[src/rtl/mem_ctrl_if.sv]
// mem_ctrl_if
// Bundles every bus-side signal of the memory controller: the LSU request/response
// channel, the instruction-fetch channel, the byte-wide RAM/IO port and the two
// side-band inputs (IO buffer full, ROB rollback). Clock, reset and global ready
// stay plain ports on the controller.
//
// Modports:
//   slave  - the memory controller's view (serves the LSU/fetcher, drives the RAM)
//   master - the environment's view (LSU, fetcher, RAM/IO model, ROB)
interface mem_ctrl_if #(
    parameter int ADDR_WIDTH = 32,
    parameter int DATA_WIDTH = 32
);
    // LSU channel
    logic                  enable_from_lsu;
    logic                  read_write_flag_from_lsu;
    logic [2:0]            length_from_lsu;
    logic [ADDR_WIDTH-1:0] address_from_lsu;
    logic [DATA_WIDTH-1:0] data_from_lsu;
    logic                  end_to_lsu;
    logic [DATA_WIDTH-1:0] data_to_lsu;
    logic                  available_to_lsu;

    // Instruction-fetch channel
    logic                  enable_from_fetcher;
    logic [ADDR_WIDTH-1:0] address_from_fetcher;
    logic                  end_to_fetcher;
    logic [DATA_WIDTH-1:0] inst_to_fetcher;

    // Byte-wide RAM/IO port
    logic [7:0]            mem_din;
    logic [7:0]            mem_dout;
    logic [ADDR_WIDTH-1:0] mem_a;
    logic                  mem_wr;

    // Side-band
    logic                  io_buffer_full;
    logic                  rollback_flag_from_rob;

    modport slave (
        input  enable_from_lsu, read_write_flag_from_lsu, length_from_lsu,
               address_from_lsu, data_from_lsu,
               enable_from_fetcher, address_from_fetcher,
               mem_din, io_buffer_full, rollback_flag_from_rob,
        output end_to_lsu, data_to_lsu, available_to_lsu,
               end_to_fetcher, inst_to_fetcher,
               mem_dout, mem_a, mem_wr
    );

    modport master (
        output enable_from_lsu, read_write_flag_from_lsu, length_from_lsu,
               address_from_lsu, data_from_lsu,
               enable_from_fetcher, address_from_fetcher,
               mem_din, io_buffer_full, rollback_flag_from_rob,
        input  end_to_lsu, data_to_lsu, available_to_lsu,
               end_to_fetcher, inst_to_fetcher,
               mem_dout, mem_a, mem_wr
    );
endinterface

[src/rtl/mem_ctrl.sv]
// mem_ctrl
// Serialises 1/2/4-byte LSU loads/stores and 4-byte instruction fetches onto a
// byte-per-cycle RAM/IO port. The LSU has fixed priority over the fetcher and an
// access, once started, is never preempted. Read data is assembled little-endian,
// zero-extended, and returned with a one-cycle end pulse in the DONE state.
//
// Ports:
//   clk_in  - system clock
//   rst_in  - synchronous active-high reset (abandons any access, no end pulse)
//   rdy_in  - global ready; low freezes every register
//   bus     - mem_ctrl_if.slave: LSU channel, fetch channel, RAM port, side-band
//
// Optional feature (macro MEM_CTRL_IO_STALL_EN): a store into the IO region
// (address bits [17:16] == 2'b11) holds off each byte while io_buffer_full is
// high; mem_wr is forced low for those cycles. Without the macro io_buffer_full
// is ignored.
module mem_ctrl #(
    parameter int ADDR_WIDTH  = 32,
    parameter int DATA_WIDTH  = 32,
    parameter int FETCH_BYTES = 4
) (
    input  logic      clk_in,
    input  logic      rst_in,
    input  logic      rdy_in,
    mem_ctrl_if.slave bus
);
    localparam int LANES = DATA_WIDTH / 8;

    typedef enum logic [1:0] {
        IDLE  = 2'd0,
        READ  = 2'd1,
        WRITE = 2'd2,
        DONE  = 2'd3
    } state_t;

    // Legal lengths are 1, 2 and 4; everything else behaves as a word access.
    function automatic logic [2:0] norm_len(input logic [2:0] len);
        case (len)
            3'd1:    norm_len = 3'd1;
            3'd2:    norm_len = 3'd2;
            default: norm_len = 3'd4;
        endcase
    endfunction

    state_t                state_q, state_d;
    logic                  is_fetch_q, is_fetch_d;   // 1 = current access belongs to the fetcher
    logic [ADDR_WIDTH-1:0] addr_q, addr_d;
    logic [2:0]            len_q, len_d;
    logic [2:0]            cnt_q, cnt_d;
    logic [DATA_WIDTH-1:0] wdata_q, wdata_d;         // store bytes not yet sent, byte 0 in [7:0]
    logic [DATA_WIDTH-1:0] buf_q, buf_d;             // read assembly buffer
    logic [DATA_WIDTH-1:0] data_lsu_q, data_lsu_d;
    logic [DATA_WIDTH-1:0] inst_q, inst_d;
    logic [ADDR_WIDTH-1:0] mem_a_q, mem_a_d;
    logic [7:0]            mem_dout_q, mem_dout_d;
    logic                  mem_wr_q, mem_wr_d;

    logic                  io_stall;
    logic [ADDR_WIDTH-1:0] next_addr;
    logic [2:0]            cap_idx;
    logic [LANES-1:0]      lane_hit;

    // Address of the byte after the one currently on the bus; wraps naturally.
    assign next_addr = addr_q + ADDR_WIDTH'({1'b0, cnt_q} + 4'd1);

    // In READ, the byte arriving on mem_din this cycle belongs to the address
    // driven one cycle earlier, i.e. byte index cnt_q - 1.
    assign cap_idx = cnt_q - 3'd1;

    genvar gi;
    generate
        for (gi = 0; gi < LANES; gi++) begin : g_lane
            assign lane_hit[gi] = (cap_idx == 3'(gi));
        end
    endgenerate

`ifdef MEM_CTRL_IO_STALL_EN
    assign io_stall = (state_q == WRITE) && (addr_q[17:16] == 2'b11) && bus.io_buffer_full;
`else
    logic unused_io_buffer_full;
    assign unused_io_buffer_full = bus.io_buffer_full;
    assign io_stall = 1'b0;
`endif

    always_comb begin
        state_d    = state_q;
        is_fetch_d = is_fetch_q;
        addr_d     = addr_q;
        len_d      = len_q;
        cnt_d      = cnt_q;
        wdata_d    = wdata_q;
        buf_d      = buf_q;
        data_lsu_d = data_lsu_q;
        inst_d     = inst_q;
        mem_a_d    = mem_a_q;
        mem_dout_d = mem_dout_q;
        mem_wr_d   = 1'b0;

        case (state_q)
            IDLE: begin
                mem_a_d = '0;
                cnt_d   = 3'd0;
                // A flush in the sampling cycle discards whatever is being requested.
                if (!bus.rollback_flag_from_rob) begin
                    if (bus.enable_from_lsu) begin
                        is_fetch_d = 1'b0;
                        addr_d     = bus.address_from_lsu;
                        len_d      = norm_len(bus.length_from_lsu);
                        buf_d      = '0;
                        mem_a_d    = bus.address_from_lsu;
                        if (bus.read_write_flag_from_lsu) begin
                            state_d = READ;
                        end else begin
                            // First store byte goes out in the very next cycle.
                            state_d    = WRITE;
                            mem_wr_d   = 1'b1;
                            mem_dout_d = bus.data_from_lsu[7:0];
                            wdata_d    = bus.data_from_lsu >> 8;
                        end
                    end else if (bus.enable_from_fetcher) begin
                        is_fetch_d = 1'b1;
                        addr_d     = bus.address_from_fetcher;
                        len_d      = 3'(FETCH_BYTES);
                        buf_d      = '0;
                        mem_a_d    = bus.address_from_fetcher;
                        state_d    = READ;
                    end
                end
            end

            READ: begin
                if (bus.rollback_flag_from_rob) begin
                    state_d = IDLE;
                    mem_a_d = '0;
                end else begin
                    // cnt_q counts READ cycles: addresses go out while cnt_q < len,
                    // bytes come back while cnt_q >= 1, so the last one lands at cnt_q == len.
                    for (int b = 0; b < LANES; b++) begin
                        if ((cnt_q != 3'd0) && lane_hit[b]) begin
                            buf_d[8*b +: 8] = bus.mem_din;
                        end
                    end
                    if ((cnt_q + 3'd1) < len_q) begin
                        mem_a_d = next_addr;
                    end
                    if (cnt_q == len_q) begin
                        state_d = DONE;
                        if (is_fetch_q) begin
                            inst_d = buf_d;
                        end else begin
                            data_lsu_d = buf_d;
                        end
                    end
                    cnt_d = cnt_q + 3'd1;
                end
            end

            WRITE: begin
                // Stores are already committed, so rollback is not looked at here.
                if (io_stall) begin
                    mem_wr_d = mem_wr_q;
                end else if ((cnt_q + 3'd1) < len_q) begin
                    mem_wr_d   = 1'b1;
                    mem_a_d    = next_addr;
                    mem_dout_d = wdata_q[7:0];
                    wdata_d    = wdata_q >> 8;
                    cnt_d      = cnt_q + 3'd1;
                end else begin
                    state_d = DONE;
                end
            end

            DONE: begin
                // The requester sees end_* here and drops its enable, so nothing
                // is sampled until the next IDLE cycle.
                state_d = IDLE;
                mem_a_d = '0;
            end

            default: begin
                state_d = IDLE;
                mem_a_d = '0;
            end
        endcase
    end

    always_ff @(posedge clk_in) begin
        if (rst_in) begin
            state_q    <= IDLE;
            is_fetch_q <= 1'b0;
            addr_q     <= '0;
            len_q      <= 3'd0;
            cnt_q      <= 3'd0;
            wdata_q    <= '0;
            buf_q      <= '0;
            data_lsu_q <= '0;
            inst_q     <= '0;
            mem_a_q    <= '0;
            mem_dout_q <= 8'd0;
            mem_wr_q   <= 1'b0;
        end else if (rdy_in) begin
            state_q    <= state_d;
            is_fetch_q <= is_fetch_d;
            addr_q     <= addr_d;
            len_q      <= len_d;
            cnt_q      <= cnt_d;
            wdata_q    <= wdata_d;
            buf_q      <= buf_d;
            data_lsu_q <= data_lsu_d;
            inst_q     <= inst_d;
            mem_a_q    <= mem_a_d;
            mem_dout_q <= mem_dout_d;
            mem_wr_q   <= mem_wr_d;
        end
    end

    assign bus.end_to_lsu       = (state_q == DONE) && !is_fetch_q;
    assign bus.end_to_fetcher   = (state_q == DONE) && is_fetch_q;
    assign bus.data_to_lsu      = data_lsu_q;
    assign bus.inst_to_fetcher  = inst_q;
    assign bus.available_to_lsu = (state_q == IDLE);
    assign bus.mem_a            = mem_a_q;
    assign bus.mem_dout         = mem_dout_q;
    assign bus.mem_wr           = mem_wr_q & ~io_stall;
endmodule

[src/flat_wrapper.sv]
// flat-port wrapper written by rule: the top's interface ports become plain ports
module mem_ctrl_flat 
#(
    parameter int ADDR_WIDTH  = 32,
    parameter int DATA_WIDTH  = 32,
    parameter int FETCH_BYTES = 4
)
  (clk_in, rst_in, rdy_in, bus_enable_from_lsu, bus_read_write_flag_from_lsu, bus_length_from_lsu, bus_address_from_lsu, bus_data_from_lsu, bus_enable_from_fetcher, bus_address_from_fetcher, bus_mem_din, bus_io_buffer_full, bus_rollback_flag_from_rob, bus_end_to_lsu, bus_data_to_lsu, bus_available_to_lsu, bus_end_to_fetcher, bus_inst_to_fetcher, bus_mem_dout, bus_mem_a, bus_mem_wr);
  mem_ctrl_if #(.ADDR_WIDTH(ADDR_WIDTH), .DATA_WIDTH(DATA_WIDTH)) bus_i ();
  input  logic clk_in;
  input  logic rst_in;
  input  logic rdy_in;
  input wire logic [$bits(bus_i.enable_from_lsu)-1:0] bus_enable_from_lsu;
  input wire logic [$bits(bus_i.read_write_flag_from_lsu)-1:0] bus_read_write_flag_from_lsu;
  input wire logic [$bits(bus_i.length_from_lsu)-1:0] bus_length_from_lsu;
  input wire logic [$bits(bus_i.address_from_lsu)-1:0] bus_address_from_lsu;
  input wire logic [$bits(bus_i.data_from_lsu)-1:0] bus_data_from_lsu;
  input wire logic [$bits(bus_i.enable_from_fetcher)-1:0] bus_enable_from_fetcher;
  input wire logic [$bits(bus_i.address_from_fetcher)-1:0] bus_address_from_fetcher;
  input wire logic [$bits(bus_i.mem_din)-1:0] bus_mem_din;
  input wire logic [$bits(bus_i.io_buffer_full)-1:0] bus_io_buffer_full;
  input wire logic [$bits(bus_i.rollback_flag_from_rob)-1:0] bus_rollback_flag_from_rob;
  output wire logic [$bits(bus_i.end_to_lsu)-1:0] bus_end_to_lsu;
  output wire logic [$bits(bus_i.data_to_lsu)-1:0] bus_data_to_lsu;
  output wire logic [$bits(bus_i.available_to_lsu)-1:0] bus_available_to_lsu;
  output wire logic [$bits(bus_i.end_to_fetcher)-1:0] bus_end_to_fetcher;
  output wire logic [$bits(bus_i.inst_to_fetcher)-1:0] bus_inst_to_fetcher;
  output wire logic [$bits(bus_i.mem_dout)-1:0] bus_mem_dout;
  output wire logic [$bits(bus_i.mem_a)-1:0] bus_mem_a;
  output wire logic [$bits(bus_i.mem_wr)-1:0] bus_mem_wr;
  assign bus_i.enable_from_lsu = bus_enable_from_lsu;
  assign bus_i.read_write_flag_from_lsu = bus_read_write_flag_from_lsu;
  assign bus_i.length_from_lsu = bus_length_from_lsu;
  assign bus_i.address_from_lsu = bus_address_from_lsu;
  assign bus_i.data_from_lsu = bus_data_from_lsu;
  assign bus_i.enable_from_fetcher = bus_enable_from_fetcher;
  assign bus_i.address_from_fetcher = bus_address_from_fetcher;
  assign bus_i.mem_din = bus_mem_din;
  assign bus_i.io_buffer_full = bus_io_buffer_full;
  assign bus_i.rollback_flag_from_rob = bus_rollback_flag_from_rob;
  assign bus_end_to_lsu = bus_i.end_to_lsu;
  assign bus_data_to_lsu = bus_i.data_to_lsu;
  assign bus_available_to_lsu = bus_i.available_to_lsu;
  assign bus_end_to_fetcher = bus_i.end_to_fetcher;
  assign bus_inst_to_fetcher = bus_i.inst_to_fetcher;
  assign bus_mem_dout = bus_i.mem_dout;
  assign bus_mem_a = bus_i.mem_a;
  assign bus_mem_wr = bus_i.mem_wr;
  mem_ctrl #(.ADDR_WIDTH(ADDR_WIDTH), .DATA_WIDTH(DATA_WIDTH), .FETCH_BYTES(FETCH_BYTES)) u_core (.clk_in(clk_in), .rst_in(rst_in), .rdy_in(rdy_in), .bus(bus_i));
endmodule
[config.mk]
export PLATFORM = sky130hd
export DESIGN_NAME = mem_ctrl_flat
export DESIGN_NICKNAME = d
export VERILOG_FILES = /design/src/rtl/mem_ctrl_if.sv /design/src/rtl/mem_ctrl.sv /design/src/flat_wrapper.sv
export SDC_FILE = /design/constraint.sdc
export NUM_CORES = 1
export LEC_CHECK = 0
export CORE_UTILIZATION = 42
export DETAILED_ROUTE_END_ITERATION = 10
export PLACE_DENSITY = 0.68
export SLEW_MARGIN = 30
export SYNTH_ARGS = -nofsm -noshare
export SYNTH_HDL_FRONTEND = slang
export SYNTH_SLANG_ARGS = --single-unit
export TNS_END_PERCENT = 100
[constraint.sdc]
create_clock -name clk_in -period 6.1 [get_ports clk_in]
set_clock_uncertainty 0.15 [all_clocks]
set_input_delay 1.22 -clock clk_in [delete_from_list [all_inputs] [get_ports clk_in]]
set_output_delay 1.22 -clock clk_in [all_outputs]
set_load 0.02 [all_outputs]
==> results.yml, run 1 <==
clocking:
  insertion_delay_ns: 0.49
  postCtsSetupBuffers: 0
  worst_setup_hold_path_clk_slew_ns: 0.06
  cts_inserted_buffers: 22
  cts_tree: "yes"
  cts-hold-fix-buffers: 0
  cts_resized: 0
  cts.sinks: 202
  clockRootBuffer: "clkbuf_16"
  ctsHtreeMaxLevel: 1
  ctsLongestPathBuffers: 3
synthesis:
  synth_edf_count: 0
  yosys.cell_count.top_type: "nor2_1"
  post_synth_instance_area_um2: 9029
  synth-warning-count: 0
  ys_top_cells_by_count: "228 x nor2_1, 202 x dfxtp_1, 92 x a211oi_1, 91 x mux2i_1, 71 x a21oi_1"
  synth_cells: 1018
  synth_cell_types: 53
  avgSynthCellArea_um2: 8.869
  post-synth-top-area-cell: "dfxtp_1"
  synth_ff_type: "dfxtp_1"
  synthArstFlopShare_pct: 0
  syn-num-nets: 1152
  yosysTopAreaCellShare_pct: 44.79
  synth_seq_area_share_pct: 44.79
  postSynthRegisterBits: 202
  ys_top_cells_by_area: "dfxtp_1 45%, mux2i_1 10%, nor2_1 9.5%"
global_route:
  grt_first_pass_wirelength_mm: 36.90
  maximum_number_of_pins_on_one_net_before_global_route_repair: 107
  grt_antenna_before_repair: 1
  first_global_vias: 7339
  grt_util_all_layers_pct: 20.43
  globalRoute.totalOverflow: 0
worst_hold_path:
  hold_class: "register to register"
  hold_path_depth: 2
  min_delay_worst_endpoint: "u_core.bus.inst_to_fetcher[30]$_SDFFE_PP0P_"
  hold_path.startpoint: "u_core.bus.inst_to_fetcher[30]$_SDFFE_PP0P_"
layout:
  antenna_cells: 0
  final_area_um2: 12100
  area_delta_synth_final_pct: 34.01
  layout-drive-gt1-share_pct: 5.211
  nets: 1329
  stdcell_count: 1484
detailed_routing:
  drtAntennaViolNets: 0
  detailroute.via_count: 7823
  drt_pass1_iterations: 5
  drt-vias-per-instance: 5.272
  initialDrtViolationCount: 342
  finalWirelength_mm: 22.99
  drc_errors: 0
  routed_wire_length_per_instance_um: 15.49
worst_setup_path:
  cp_slowest_cell: "nor2b_1"
  required_ns: 6.35
  worst_ep_arrival_time_ns: 4.25
  rr_endpoint: "u_core.wdata_q[11]$_SDFFE_PP0P_"
  worstPathMaxFanout: 29
  cpPeakStageDelay_ns: 0.74
  r2r_slack_ns: 2.10
  ff2ff_path_depth: 10
  critical_path.startpoint_type: "register"
  rr_startpoint: "u_core.cnt_q[0]$_SDFFE_PP0P_"
  critical_path.cell_chain: "inv_1 -> ha_1 -> ha_1 -> nor2b_1 -> o21ai_0 -> nor2b_1 -> o211a_1 -> buf_4 -> nor2_1 -> a211oi_1"
  worst-setup-path-type: "register to register"
  end_kind: "register"
sta:
  setup-violations-final: 0
  final_layout_setup_total_negative_slack_ns: 0
  slew-limit-headroom_pct: 33.84
  fmax_mhz: 250.1
  min_period_ns: 3.999
  unrepaired_setup_endpoints_after_global_routing: "no"
  worst-slew-pin-transition_ns: 0.9904
  final.period_utilization_pct: 65.56
  slew_violations: 0
  final-hold-violation-count: 0
placement:
  routabilityCongestion: 0.7989
  numPortBuffers: 221
  detailed_place.area_um2: 11380
  place_hpwl_mm: 16.10
  post-place-cells: 1446
power:
  power.static_leakage_uw: 0.004168
  report.power.total_uw: 3090
  power-per-cell-area_nw_per_um2: 255.4
  max-vdd-ir-drop_mv: 0.1203
floorplanning:
  floorplan.initialDensity_pct: 42.95
  design.portCount: 223
  fp.dieH_um: 148.6
  placement_rows: 53
  die-area_um2: 22090
  chip_width_um: 148.6
  core-area_um2: 21020
status:
  status: "finished, final reports clean"
flow_run:
  max_cap_viol_count: 0
[sequential cells by signal, summed over array words and instances (netlist names)]
register / flops
u_core.addr_q: 32
u_core.buf_q: 32
u_core.bus.data_to_lsu: 32
u_core.bus.inst_to_fetcher: 32
u_core.bus.mem_a: 32
u_core.wdata_q: 24
u_core.bus.mem_dout: 8
u_core.cnt_q: 3
u_core.len_q: 3
u_core.state_q: 2
u_core.bus.mem_wr: 1
u_core.is_fetch_q: 1
[routing by layer]
| metal | GRT usage, % | routed length (um) |
|---|---|---|
| met1 | 26.62 | 10360 |
| met2 | 35.02 | 10820 |
| met3 | 4.018 | 1487 |
| met4 | 3.866 | 326 |
| met5 | 0 | 8 |
[area by class of cell]
type	count	area [um^2]
Clock inverter	9	80.08
Sequential cell	202	4044
Tap cell	275	344.1
Fill cell	1873	8922
Clock buffer	29	628.1
Timing Repair Buffer	230	2300
Inverter	20	75.07
Multi-Input combinational cell	719	4628
[placed cells by master, fill, tap and decap left out, drive strengths merged, types with 7 or more instances in the layout]
cell type,synthesis,final
nor2,228,228
clkdlybuf4s50,0,219
dfxtp,202,202
a211oi,92,92
mux2i,91,91
a21oi,71,71
a22oi,40,40
clkbuf,48,29
xnor2,22,22
inv,20,21
o22ai,18,18
ha,18,18
nand2,14,14
o21ai,14,14
nand3,12,12
nor3,11,11
buf,29,11
xor2,10,10
nor2b,10,10
nand2b,8,8
clkinv,0,7
[power by group]
group	switching [uW]	leakage, uW	internal, uW	total [uW]
clock network	526	0.000356	768	1290
logic	208	0.00218	191	399
registers	33.9	0.00164	1360	1400
[how the worst max path moves through the flow]
stage	from	slack, ns	end
3_5_place_dp	rdy_in	2.04	u_core.bus.data_to_lsu[30]$_SDFFE_PP0P_
3_3_place_gp	rdy_in	1.96	u_core.bus.mem_a[7]$_SDFFE_PP0P_
5_1_grt	u_core.cnt_q[0]$_SDFFE_PP0P_	1.68	u_core.wdata_q[2]$_SDFFE_PP0P_
2_1_floorplan	bus_enable_from_lsu	3.17	u_core.bus.mem_dout[0]$_SDFFE_PP0P_
6_report	u_core.cnt_q[0]$_SDFFE_PP0P_	2.10	u_core.wdata_q[11]$_SDFFE_PP0P_
4_1_cts	u_core.cnt_q[0]$_SDFFE_PP0P_	2.10	u_core.wdata_q[3]$_SDFFE_PP0P_
[logic make-up (layout without fill, tap and decap cells)]
family                     after synthesis  count (layout)  share of synthesized area, %
adders and majority gates               19              19                         2.716
and+or+nand+nor                        310             310                         15.04
DFF                                    202             202                         44.79
buffers and inverters                   97             288                         4.254
xor gates and xnor gates                32              32                         3.104
AOI/OAI and AO/OA                      264             264                         19.64
muxes                                   94              94                         10.46
[through the flow]
step                utilization (%)  hold WS, ns  setup slack (ns)
floorplan                         -       0.3110             3.170
global placement              54.05       0.3271             1.962
detailed placement            54.13       0.3372             2.037
CTS                           57.50       0.3482             2.097
global route                  57.56       0.3677             1.678
finish                        57.56       0.3450             2.101
[critical path, delay by kind of cell (launching register included)]
kind            cells  cell delay [ns]
buf+inv             2             0.57
simple gates        3             0.94
fa+ha+maj           2             0.70
flops               1             0.48
compound gates      3             1.06
Note: power is estimated with default switching activity, not from simulation.
==> run 2, diff against run 1 <==
--- a/config.mk
+++ b/config.mk
@@ -7,7 +7,7 @@
 export LEC_CHECK = 0
 export CORE_UTILIZATION = 42
 export DETAILED_ROUTE_END_ITERATION = 10
-export PLACE_DENSITY = 0.68
+export PLACE_DENSITY = 0.7
 export SLEW_MARGIN = 30
 export SYNTH_ARGS = -nofsm -noshare
 export SYNTH_HDL_FRONTEND = slang
==> constraint.sdc (replaced) <==
create_clock -name clk_in -period 3.3 [get_ports clk_in]
set_clock_uncertainty 0.15 [all_clocks]
set_input_delay 0.66 -clock clk_in [delete_from_list [all_inputs] [get_ports clk_in]]
set_output_delay 0.66 -clock clk_in [all_outputs]
set_load 0.02 [all_outputs]
==> run 2 against run 1 <==
- non-clock buffer count increased by 11
- largest cell class unchanged
- clock power is 130% higher
- critical path type unchanged
- clock-buffer cell count is the same
- final cell count is 1.0% higher
- total power grew 100%
- worst setup slack got worse by 1.9 ns
- die area stayed put
- critical path depth stayed put
- register-to-register slack got worse by 1.9 ns
- first-iteration DRC count grew 14%
- combinational power up 88%
- core utilization rose by 1.4 points
==> results.yml, run 2 (synthesized netlist as in run 1, its figures left out) <==
status:
  status: "finished, final reports clean"
power:
  power-per-cell-area_nw_per_um2: 506.3
  power.static_leakage_uw: 0.004310
  max-vdd-ir-drop_mv: 0.3251
placement:
  routabilityCongestion: 0.7583
  post-place-cells: 1457
  place_hpwl_mm: 15.91
  numPortBuffers: 221
  detailed_place.area_um2: 11500
sta:
  min_period_ns: 3.119
  fmax_mhz: 320.7
  finalHoldWorstSlack_ns: 0.2752
  worst-slew-pin-transition_ns: 0.8370
  slew-limit-headroom_pct: 44.20
  final_layout_setup_total_negative_slack_ns: 0
  final.period_utilization_pct: 94.50
  slew_violations: 0
  setup-violations-final: 0
  unrepaired_setup_endpoints_after_global_routing: "no"
  final-hold-violation-count: 0
global_route:
  maximum_number_of_pins_on_one_net_before_global_route_repair: 189
  globalRoute.totalOverflow: 0
  grt_antenna_before_repair: 0
  grt_util_all_layers_pct: 21.12
  first_global_vias: 7564
  grt_first_pass_wirelength_mm: 38.20
clocking:
  insertion_delay_ns: 0.51
  clockRootBuffer: "clkbuf_16"
  cts.sinks: 202
  cts_inserted_buffers: 23
  worst_setup_hold_path_clk_slew_ns: 0.06
  ctsHtreeMaxLevel: 1
  ctsLongestPathBuffers: 3
  cts_tree: "yes"
detailed_routing:
  routed_wire_length_per_instance_um: 15.57
  drt_pass1_iterations: 4
  finalWirelength_mm: 23.34
  drtAntennaViolNets: 0
  drc_errors: 0
  drt-vias-per-instance: 5.321
  initialDrtViolationCount: 391
  detailroute.via_count: 7976
worst_hold_path:
  hold_path.startpoint: "rst_in"
  hold_class: "input pin to register"
layout:
  final_area_um2: 12390
  stdcell_count: 1499
  layout-drive-gt1-share_pct: 6.209
  mostFrequentLayoutCell: "nor2_1"
  area_delta_synth_final_pct: 37.20
  fillerInstances: 1862
  antenna_cells: 0
  final_cell_mix: "226 x nor2_1, 219 x clkdlybuf4s50_1, 202 x dfxtp_1"
  nets: 1341
worst_setup_path:
  ff2ff_path_depth: 10
  end_kind: "register"
  critical_path.startpoint_type: "register"
  worstPathMaxFanout: 6
  worst_ep_arrival_time_ns: 3.32
  rr_startpoint: "u_core.cnt_q[0]$_SDFFE_PP0P_"
  rr_endpoint: "u_core.bus.mem_a[30]$_SDFFE_PP0P_"
  endpoint: "u_core.bus.mem_a[30]$_SDFFE_PP0P_"
  r2r_slack_ns: 0.18
  worst-setup-path-type: "register to register"
  timing.critical_path.from: "u_core.cnt_q[0]$_SDFFE_PP0P_"
  required_ns: 3.50
flow_run:
  max_cap_viol_count: 0
floorplanning:
  die-area_um2: 22090
  design.portCount: 223
  placement_rows: 53
  core-area_um2: 21020
  floorplan.initialDensity_pct: 42.95
  chip_width_um: 148.6
  fp.dieH_um: 148.6
[run 2: layout make-up]
type / count / area (um^2) / share of cell area, %
clock inverter: 13 / 252.7 / 2.040
multi-input combinational: 719 / 4622 / 37.31
clock buffer: 29 / 628.1 / 5.071
timing repair buffer: 241 / 2421 / 19.55
inverter: 20 / 75.07 / 0.6061
sequential: 202 / 4044 / 32.65
tap: 275 / 344.1 / 2.778
[run 2: repair_timing]
action,4_1_cts,5_1_grt
hold buffers,0,0
gates resized for setup,0,2
buffers inserted,0,0
endpoints found under the setup margin,0,2
hold endpoints to repair,0,0
[run 2: worst min-delay path by stage]
stage | slack, ns | depth (start not counted) | to
floorplan | 0.31 | 2 | u_core.addr_q[3]$_SDFFE_PP0P_
global placement | 0.33 | 2 | u_core.addr_q[0]$_SDFFE_PP0P_
detailed placement | 0.34 | 2 | u_core.bus.inst_to_fetcher[29]$_SDFFE_PP0P_
CTS | 0.25 | 2 | u_core.bus.mem_a[8]$_SDFFE_PP0P_
global route | 0.27 | 2 | u_core.addr_q[8]$_SDFFE_PP0P_
finish | 0.28 | 2 | u_core.bus.mem_a[0]$_SDFFE_PP0P_
[run 2: power breakdown]
part / leakage (uW) / internal [uW] / total [uW] / switching, uW
clock: 0.000430 / 1900 / 2940 / 1040
sequential: 0.00164 / 2520 / 2580 / 59.4
combinational: 0.00224 / 360 / 749 / 388
[run 2: layer usage]
layer | share of wire [%] | GRT usage, % | vias to the layer above
li1 | - | - | 4008
met1 | 45 | 27.85 | 3700
met2 | 46 | 34.91 | 238
met3 | 7.4 | 4.448 | 30
met4 | 1.6 | 5.412 | 0
met5 | 0 | 0 | -
[run 2: critical path, cell delays in order (launching register included)]
cell,delay (ns)
dfxtp_1,0.33
inv_1,0.10
ha_1,0.40
inv_1,0.09
fa_1,0.43
nor2b_1,0.16
o21ai_0,0.21
a2111o_1,0.60
nor3_1,0.25
xnor2_1,0.14
o22ai_1,0.08
[run 2: metrics by stage]
step / power [uW] / setup WS, ns / utilization (%)
floorplan: 3049 / 0.4905 / -
finish: 6272 / 0.1813 / 58.93
global placement: 3369 / 0.2073 / 54.72
global route: 6511 / 0.004549 / 58.93
CTS: 6332 / 0.1794 / 58.91
detailed placement: 3381 / 0.1733 / 54.72
==> run 3, diff against run 2 <==
--- a/config.mk
+++ b/config.mk
@@ -5,6 +5,7 @@
 export SDC_FILE = /design/constraint.sdc
 export NUM_CORES = 1
 export LEC_CHECK = 0
+export CORE_ASPECT_RATIO = 0.75
 export CORE_UTILIZATION = 42
 export DETAILED_ROUTE_END_ITERATION = 10
 export PLACE_DENSITY = 0.7
==> run 3 against run 2 <==
- clock power is 16% lower
- critical path depth stayed put
- clock-buffer cell count is 2 higher
- combinational power is 0.9% higher
- largest cell class unchanged
- highest routed layer unchanged
- maximum frequency is 2.5% higher
- critical endpoint unchanged
- via count is 0.15% higher
==> results.yml, run 3 (synthesized netlist as in run 1, its figures left out) <==
placement:
  numPortBuffers: 221
  post-place-cells: 1472
  place_hpwl_mm: 17.14
  routabilityCongestion: 0.8094
global_route:
  grt_util_all_layers_pct: 21.73
  first_global_vias: 7121
  grt_antenna_before_repair: 0
  grt_first_pass_wirelength_mm: 38.19
  maximum_number_of_pins_on_one_net_before_global_route_repair: 128
  globalRoute.totalOverflow: 0
power:
  share_comb_of_total_power_pct: 13.0
  power-per-cell-area_nw_per_um2: 472.4
  power.static_leakage_uw: 0.004257
  net_switching_share_of_the_total_power_pct: 24.79
  max-vdd-ir-drop_mv: 0.3242
  seqPwrFrac_pct: 44.5
  internal_power_consumption_uw: 4356
  total_switching_power_uw: 1436
  clock_power_share_pct: 42.4
flow_run:
  max_cap_viol_count: 0
sta:
  slew_violations: 0
  unrepaired_setup_endpoints_after_global_routing: "no"
  final_layout_setup_total_negative_slack_ns: 0
  final-hold-violation-count: 0
  final.period_utilization_pct: 92.24
  setup-violations-final: 0
  fmax_mhz: 328.5
  worst-slew-pin-transition_ns: 0.8134
  slew-limit-headroom_pct: 45.77
  min_period_ns: 3.044
floorplanning:
  design.portCount: 223
  die-area_um2: 22090
  fp.dieH_um: 129.0
  placement_rows: 46
  core-area_um2: 21120
  floorplan.initialDensity_pct: 42.74
  chip_width_um: 171.3
clocking:
  insertion_delay_ns: 0.50
  worst_setup_hold_path_clk_slew_ns: 0.06
  cts.sinks: 202
  ctsHtreeMaxLevel: 1
  cts_tree: "yes"
  ctsLongestPathBuffers: 3
  cts-hold-fix-buffers: 0
  clockRootBuffer: "clkbuf_16"
  cts_inserted_buffers: 22
layout:
  layout-drive-gt1-share_pct: 5.974
  stdcell_count: 1511
  nets: 1342
  area_delta_synth_final_pct: 35.78
  mostFrequentLayoutCell: "nor2_1"
  final_cell_mix: "226 x nor2_1, 219 x clkdlybuf4s50_1, 202 x dfxtp_1"
worst_setup_path:
  timing.critical_path.from: "u_core.cnt_q[0]$_SDFFE_PP0P_"
  rr_endpoint: "u_core.bus.mem_a[30]$_SDFFE_PP0P_"
  critical_path.startpoint_type: "register"
  worst-setup-path-type: "register to register"
  worst_ep_arrival_time_ns: 3.23
  end_kind: "register"
  r2r_slack_ns: 0.26
  ff2ff_path_depth: 10
  endpoint: "u_core.bus.mem_a[30]$_SDFFE_PP0P_"
  worstPathMaxFanout: 6
  rr_startpoint: "u_core.cnt_q[0]$_SDFFE_PP0P_"
  required_ns: 3.48
detailed_routing:
  drt-vias-per-instance: 5.287
  detailroute.via_count: 7988
  drtAntennaViolNets: 0
  initialDrtViolationCount: 704
  drt_pass1_iterations: 5
  drc_errors: 0
  routed_wire_length_per_instance_um: 16.29
  finalWirelength_mm: 24.61
worst_hold_path:
  hold_class: "register to register"
status:
  status: "finished, final reports clean"
## run 3: cell type report
class | count | area [um^2]
clock buffers | 31 | 665.6
diodes | 1 | 2.502
flip-flops and latches | 202 | 4044
clock inverters | 7 | 60.06
inverters | 20 | 75.07
repair buffers | 243 | 2436
multi-input cells | 719 | 4616
fillers | 1912 | 8864
well taps | 288 | 360.3
## run 3: worst min-delay path by stage
| stage | startpoint | end | slack [ns] | depth (start not counted) |
|---|---|---|---|---|
| after global placement | u_core.bus.inst_to_fetcher[20]$_SDFFE_PP0P_ | u_core.bus.inst_to_fetcher[20]$_SDFFE_PP0P_ | 0.33 | 2 |
| after floorplan | u_core.addr_q[3]$_SDFFE_PP0P_ | u_core.addr_q[3]$_SDFFE_PP0P_ | 0.31 | 2 |
| after detailed placement | u_core.bus.data_to_lsu[17]$_SDFFE_PP0P_ | u_core.bus.data_to_lsu[17]$_SDFFE_PP0P_ | 0.34 | 2 |
| final | u_core.bus.data_to_lsu[28]$_SDFFE_PP0P_ | u_core.bus.data_to_lsu[28]$_SDFFE_PP0P_ | 0.34 | 2 |
| after CTS | rst_in | u_core.is_fetch_q$_SDFFE_PP0P_ | 0.33 | 2 |
| after global routing | rst_in | u_core.len_q[0]$_SDFFE_PP0P_ | 0.35 | 2 |
## run 3: worst max-delay path, cell delays in order (launching register included)
cell and delay, ns:
dfxtp_1 0.33, inv_1 0.09, ha_1 0.36, inv_1 0.08
fa_1 0.43, nor2b_1 0.16, o21ai_0 0.23, a2111o_1 0.56
nor3_1 0.25, xnor2_1 0.15, o22ai_1 0.08
## run 3: timing repair
action	in CTS	in global routing
setup endpoints to repair	0	1
resized for setup	0	0
setup buffers	0	0
## run 3: stage by stage
| stage | power, uW | hold slack, ns | setup WS [ns] | area [um^2] | util [%] |
|---|---|---|---|---|---|
| floorplan | 3049 | 0.3110 | 0.4905 | 9029 | - |
| global placement | 3375 | 0.3341 | 0.1910 | 11530 | 54.59 |
| detailed placement | 3388 | 0.3417 | 0.08688 | 11530 | 54.59 |
| CTS | 5851 | 0.3300 | 0.2025 | 12260 | 58.03 |
| global route | 6039 | 0.3483 | 0.02490 | 12260 | 58.03 |
| finish | 5792 | 0.3449 | 0.2561 | 12260 | 58.04 |
## run 3: per-layer routing
| metal | share of wire (%) | GRT usage, % | vias up |
|---|---|---|---|
| li1 | - | - | 4007 |
| met3 | 7.2 | 5.598 | 35 |
| met2 | 41 | 31.09 | 222 |
| met4 | 1.7 | 4.884 | 0 |
| met5 | 0 | 0 | - |
| met1 | 50 | 32.33 | 3724 |
## run 3: power groups by stage
stage	sequential [uW]	clock, uW	combinational (uW)
final	2580	2460	756
after global placement	2630	0	746
after global routing	2590	2620	825
after floorplan	2670	0	379
after detailed placement	2630	0	755
after CTS	2580	2510	759
